## src/rtl/sub_pkg.sv

```systemverilog
// Shared types and helpers for the bit-serial subtractor.
// State encoding plus the counter-width function.
package sub_pkg;

  typedef enum logic [1:0] {
    IDLE  = 2'd0,
    SHIFT = 2'd1,
    DONE  = 2'd2
  } state_e;

  function automatic int unsigned clog2(input int unsigned n);
    int unsigned r;
    r = 0;
    for (int i = 0; i < 32; i++) begin
      if ((32'd1 << i) < n) r = i + 1;
    end
    return r;
  endfunction

endpackage

```

## src/rtl/full_sub.sv

```systemverilog
// One-bit full subtractor: d = a - b - c, bo = borrow out.
// Shared bit-time datapath cell.
module full_sub (
  input  logic a,
  input  logic b,
  input  logic c,
  output logic d,
  output logic bo
);

  assign d  = a ^ b ^ c;
  assign bo = (~a & b) | (~(a ^ b) & c);

endmodule

```

## src/rtl/serial_sub.sv

```systemverilog
// Bit-serial subtractor: LSB-first, one bit per cycle
// through a single full_sub cell.
module serial_sub
  import sub_pkg::*;
#(
  parameter int WIDTH = 8
) (
  input  logic             clk,
  input  logic             rst,
  input  logic             start,
  input  logic [WIDTH-1:0] a_in,
  input  logic [WIDTH-1:0] b_in,
  input  logic             bin,
  output logic             ready,
  output logic             busy,
  output logic             done,
  output logic [WIDTH-1:0] diff,
  output logic             bout
);

  localparam int unsigned LW = clog2(WIDTH);
  localparam int unsigned CW = (LW > 0) ? LW : 1;
  localparam logic [CW-1:0] LAST = CW'(WIDTH - 1);

  state_e           state_q;
  logic [WIDTH-1:0] a_q, b_q, diff_q, diff_d;
  logic [CW-1:0]    cnt_q;
  logic             brw_q, bout_q;
  logic             ready_q, busy_q, done_q;
  logic             d_w, bo_w;

  full_sub u_cell (
    .a  (a_q[0]),
    .b  (b_q[0]),
    .c  (brw_q),
    .d  (d_w),
    .bo (bo_w)
  );

  // New bit enters at the MSB so the LSB-first result lands aligned.
  if (WIDTH > 1) begin : g_wide
    assign diff_d = {d_w, diff_q[WIDTH-1:1]};
  end else begin : g_one
    assign diff_d = d_w;
  end

  always_ff @(posedge clk) begin
    if (rst) begin
      state_q <= IDLE;
      ready_q <= 1'b1;
      busy_q  <= 1'b0;
      done_q  <= 1'b0;
      diff_q  <= '0;
      bout_q  <= 1'b0;
      cnt_q   <= '0;
      brw_q   <= 1'b0;
      a_q     <= '0;
      b_q     <= '0;
    end else begin
      unique case (state_q)
        IDLE: begin
          if (start) begin
            a_q     <= a_in;
            b_q     <= b_in;
            brw_q   <= bin;
            cnt_q   <= '0;
            diff_q  <= '0;
            bout_q  <= 1'b0;
            state_q <= SHIFT;
            ready_q <= 1'b0;
            busy_q  <= 1'b1;
          end
        end
        SHIFT: begin
          diff_q <= diff_d;
          brw_q  <= bo_w;
          a_q    <= a_q >> 1;
          b_q    <= b_q >> 1;
          cnt_q  <= cnt_q + 1'b1;
          if (cnt_q == LAST) begin
            bout_q  <= bo_w;
            state_q <= DONE;
            busy_q  <= 1'b0;
            done_q  <= 1'b1;
          end
        end
        DONE: begin
          state_q <= IDLE;
          done_q  <= 1'b0;
          ready_q <= 1'b1;
        end
        default: begin
          state_q <= IDLE;
          ready_q <= 1'b1;
          busy_q  <= 1'b0;
          done_q  <= 1'b0;
        end
      endcase
    end
  end

  assign ready = ready_q;
  assign busy  = busy_q;
  assign done  = done_q;
  assign diff  = diff_q;
  assign bout  = bout_q;

endmodule

```

## config.mk

```make
export PLATFORM = sky130hd
export DESIGN_NAME = serial_sub
export DESIGN_NICKNAME = d
export VERILOG_FILES = /design/src/rtl/sub_pkg.sv /design/src/rtl/full_sub.sv /design/src/rtl/serial_sub.sv
export SDC_FILE = /design/constraint.sdc
export NUM_CORES = 1
export LEC_CHECK = 0
export ABC_AREA = 0
export CAP_MARGIN = 5
export CORE_MARGIN = 5
export CORE_UTILIZATION = 35
export CTS_BUF_LIST = sky130_fd_sc_hd__clkbuf_4
export CTS_CLUSTER_SIZE = 12
export DETAILED_ROUTE_END_ITERATION = 10
export GPL_TIMING_DRIVEN = 0
export PLACE_DENSITY = 0.59
export SYNTH_ARGS = -nofsm -noshare
export SYNTH_HDL_FRONTEND = slang
export SYNTH_HIERARCHICAL = 1
export SYNTH_SLANG_ARGS = --single-unit
```

## constraint.sdc

```tcl
create_clock -name clk -period 3.08 [get_ports clk]
set_clock_uncertainty 0.2 [all_clocks]
set_input_delay 0.616 -clock clk [delete_from_list [all_inputs] [get_ports clk]]
set_output_delay 0.616 -clock clk [all_outputs]
set_load 0.005 [all_outputs]
```

After elaboration in Yosys (flattened, before gate mapping)
Index checks and enable logic that the tools add are counted.
{"block": "totals", "n_memories": 0, "ramBits": 0, "latchBits": 0, "ff_bits": 34, "rom_bits": 0}
{"block": "classes", "n_mux": 22, "n_addsub": 1, "div": 0, "n_shift": 0, "n_eq_ne": 5, "bitwise": 10, "order_cmp": 0, "mul": 0, "n_reduce_logical": 8}
{"op": "case mux 8 bit (2 select lines)", "n": 3}
{"op": "2-to-1 mux 8 bit", "n": 3}
{"op": "case mux 1 bit (2 select lines)", "n": 4}
{"op": "AND reduction 2 bit", "n": 4}
{"op": "2-to-1 mux 1 bit", "n": 6}
{"op": "case mux 3 bit (2 select lines)", "n": 1}
{"op": "AND reduction 3 bit", "n": 2}
{"op": "inverter 1 bit", "n": 5}
{"op": "2-to-1 mux 2 bit", "n": 2}
{"op": "!= test 2 bit (second input constant)", "n": 2}
{"op": "case mux 2 bit (2 select lines)", "n": 1}
{"op": "adder 3 x 1 -> 3 bit (second input constant)", "n": 1}
{"op": "equality test 3 bit (second input constant)", "n": 1}
{"op": "2-to-1 mux 3 bit", "n": 1}
{"op": "case mux 1 bit (3 select lines)", "n": 1}
{"op": "AND 1 bit", "n": 2}
{"op": "equality test 2 x 1 -> 1 bit (second input constant)", "n": 1}
{"op": "equality test 2 bit (second input constant)", "n": 1}
{"op": "logical NOT 2 bit", "n": 1}
{"op": "nonzero test 2 bit", "n": 1}
{"op": "bitwise XOR 1 bit", "n": 2}
{"op": "OR 1 bit", "n": 1}

Longest topological paths before layout
{"block": "depth", "depth_word": 6, "ltp_mapped": 5, "depth_no_buf": 5}

Cells and area by module
The synthesis kept the hierarchy.
{"module": "serial_sub", "instances": 1, "area_each_um2": 1455.1, "cells_each": 146}
{"module": "full_sub", "instances": 1, "area_each_um2": 31.3, "cells_each": 4}

Least setup slack after synthesis
No wires, ideal clock.
{"block": "synth_timing", "kind": "input to register", "start": "input port rst", "end": "register b_q[4]", "cell_stages": 3, "arrival_ps": 1200, "slack_ps": 1535, "path_buffers": 2, "setup_ps": 145, "cell_sequence": "buf_2 > clkbuf_1 > a211oi_1"}
{"item": "start: declaration", "line_no": "serial_sub.sv:9", "source": "input logic rst,"}
{"item": "end signal: assignment", "line_no": "serial_sub.sv:64", "source": "b_q <= b_in;"}
{"item": "end signal: assignment", "line_no": "serial_sub.sv:78", "source": "b_q <= b_q >> 1;"}
{"item": "end: declaration", "line_no": "serial_sub.sv:26", "source": "logic [WIDTH-1:0] a_q, b_q, diff_q, diff_d;"}
No word-level cell between the ends.

Worst setup path in the final report
{"block": "layout_timing", "start": "register diff_q[1] (netlist: diff[1])", "end": "output port diff[1]"}
{"item": "start: declaration", "line_no": "serial_sub.sv:26"}
{"item": "start signal: assignment", "line_no": "serial_sub.sv:75", "source": "diff_q <= diff_d;"}
{"item": "end: declaration", "line_no": "serial_sub.sv:17", "source": "output logic [WIDTH-1:0] diff,"}
No word-level cell between the ends.

==> metrics.yaml <==
finalNonFillerCells: 237
num_vias: 1192
drc: 0
ant_nets: 0
n_antenna_cell: 0
num_rows: 23
p_per_area_mw_per_mm2: 463
worstPathRequired_ns: 2.26
htree_levels: 2
rsz0062_at_grt: "no"
firstDrtPassIters: 4
hold_path_depth: 1
path_clk_slew_ns: 0.11
period_minus_slack_ns: 2.04
fp.dieH_um: 75.2
cp-start-kind: "flop"
ys_seq_elements: 34
slowest_stage: "clkdlybuf4s50_1"
fmax_mhz: 491
fill_cells: 402
min_path_type: "flop to flop"
dr.first_iter.drc_count: 49
grt_pass1_vias: 1209
run_status: "complete, no violations"
slew_headroom_pct: 57.2
r2r-end: "diff[4]"
cts_sinks: 34
cp-startpoint: "diff[1]"
clk_path_buf_depth: 2
synth_cell_types: 28
hold_violations: 0
syn_avg_cell_area_um2: 9.91
die_area_mm2: 0.00565
cp.buffers_inverters: 1
wl_per_cell_um: 14.2
worstSkewPairLatency_ns: 0.33
worstSetupPathType: "flop to output pin"
power_leakage_nw: 0.727
r2r_cells: 5
holdPathEnd: "cnt_q[0]"
gr-total-overflow: 0
cts_tree: "yes"
syn_area_mm2: 0.00149
reg2reg_slack_ns: 1.63
antenna_found_initial: 0
track_usage_pct: 13.3
io-pin-count: 32
hpwl_um: 2480
place.gp.congestion: 0.743
fp.dieW_um: 75.2
r2r-start: "state_q[0]"
max_stage_delay_ns: 0.52
cts_made_buffers: 5
syn_inst: 150
dp_cells: 230
ctsHoldBuffers: 0
cts_setup_buffers: 0
drv_slew: 0
cts-resized-gates: 0
syn_to_final_growth_pct: 27.9
cp.arrival_ns: 1.22
wirelength_um: 3370
via_per_inst: 5.03
syn_nets: 173
dp_slack_ns: 0.879
cp_max_fo: 3
max_slew.worst_pin.slew_ns: 0.643
portBuffers: 30
ys_seq_area_share_pct: 45.8
grt_max_degree: 11
timing.final.crit_share_pct: 66.2
initial_core_util_pct: 36.6
irDropWorstVdd_v: 0.000233
cp_cell_sequence: "clkdlybuf4s50_1"
grt_pass1_wl_um: 5640
synth_warnings: 6
setup_ws_ns: 1.04
drive_above_1_share_pct: 15.0
path_delay_family: "buffers and inverters"
tns_ns: 0
cts_root_buf: "clkbuf_4"
hold_path_startpoint: "cnt_q[0]"
yosysTopAreaCellShare_pct: 45.8
yosysTopAreaCell: "dfxtp_1"
hold_ws_ns: 0.284
ys_top_cells_by_area: "dfxtp_1 (46%), mux2i_1 (9.4%), a211oi_2 (8.4%)"
setup_viol_count_final: 0
final_common_cell: "dfxtp_1"
nets: 210
core_mm2: 0.00406
end_kind: "output pin"
drv_cap: 0
mostFrequentLayoutCells: "dfxtp_1 (34), clkdlybuf4s50_1 (30), nor2_1 (29)"
-- worst max path at each step --
| stage | depth (start not counted) | slack (ns) | end |
|---|---|---|---|
| floorplan | 3 | 1.53 | b_q[4] |
| global placement | 5 | 0.90 | brw_q |
| detailed placement | 5 | 0.88 | brw_q |
| CTS | 1 | 1.01 | diff[1] |
| global route | 1 | 0.97 | diff[2] |
| finish | 1 | 1.04 | diff[1] |
-- per-stage QoR --
step | area [µm²] | power, mW | utilization (%)
floorplan | 1490 | 0.592 | -
global placement | 1850 | 0.642 | 45.6
detailed placement | 1850 | 0.649 | 45.6
CTS | 1900 | 0.899 | 46.9
global route | 1900 | 0.933 | 46.9
finish | 1900 | 0.881 | 46.9
-- cell usage after synthesis (all sizes together) --
master / number
dfxtp: 34
nor2: 29
a211oi: 16
mux2i: 14
a22oi: 10
buf: 10
a21oi: 6
inv: 5
clkbuf: 3
nand3b: 3
ha: 2
nand2: 2
nand2b: 2
o21ai: 2
o21bai: 2
a211o: 1
a31oi: 1
and2b: 1
fa: 1
nand3: 1
nor2b: 1
nor3: 1
nor3b: 1
o21ba: 1
o221a: 1
-- cell type report --
class / instances / area (µm²) / share of cell area (%)
Multi-Input combinational cell: 98 / 704 / 37.0
Sequential cell: 34 / 681 / 35.8
Timing Repair Buffer: 30 / 300 / 15.8
Buffer: 13 / 82.6 / 4.34
Tap cell: 50 / 62.6 / 3.29
Clock buffer: 7 / 52.6 / 2.76
Inverter: 5 / 18.8 / 0.987
-- metal layers --
layer	share of wire (%)	up-vias	global-route usage (%)
met5	0	-	0
met4	0.59	0	4.08
met3	6.1	2	5.21
met2	49	23	21.5
met1	44	563	16.4
li1	-	604	-
-- logic make-up (layout without fill, tap and decap cells) --
logic type | count (synthesis) | after routing | share of synthesized area [%]
AO/OA/AOI/OAI | 40 | 40 | 22.6
adder cells (fa/ha/maj) | 3 | 3 | 3.03
buffers and inverters | 18 | 55 | 6.82
flip-flops | 34 | 34 | 45.8
multiplexers | 14 | 14 | 9.43
AND/OR/NAND/NOR | 41 | 41 | 12.3
-- registers in the layout, summed over array words and instances (netlist names) --
register  flops
a_q           8
b_q           8
bout          1
brw_q         1
busy          1
cnt_q         3
diff          8
done          1
ready         1
state_q       2
-- report_power, final --
| group | internal, mW | switching (mW) |
|---|---|---|
| clock network | 0.104 | 0.140 |
| registers | 0.467 | 0.0154 |
| logic | 0.0794 | 0.0755 |
Note: power is estimated with default switching activity, not from simulation.
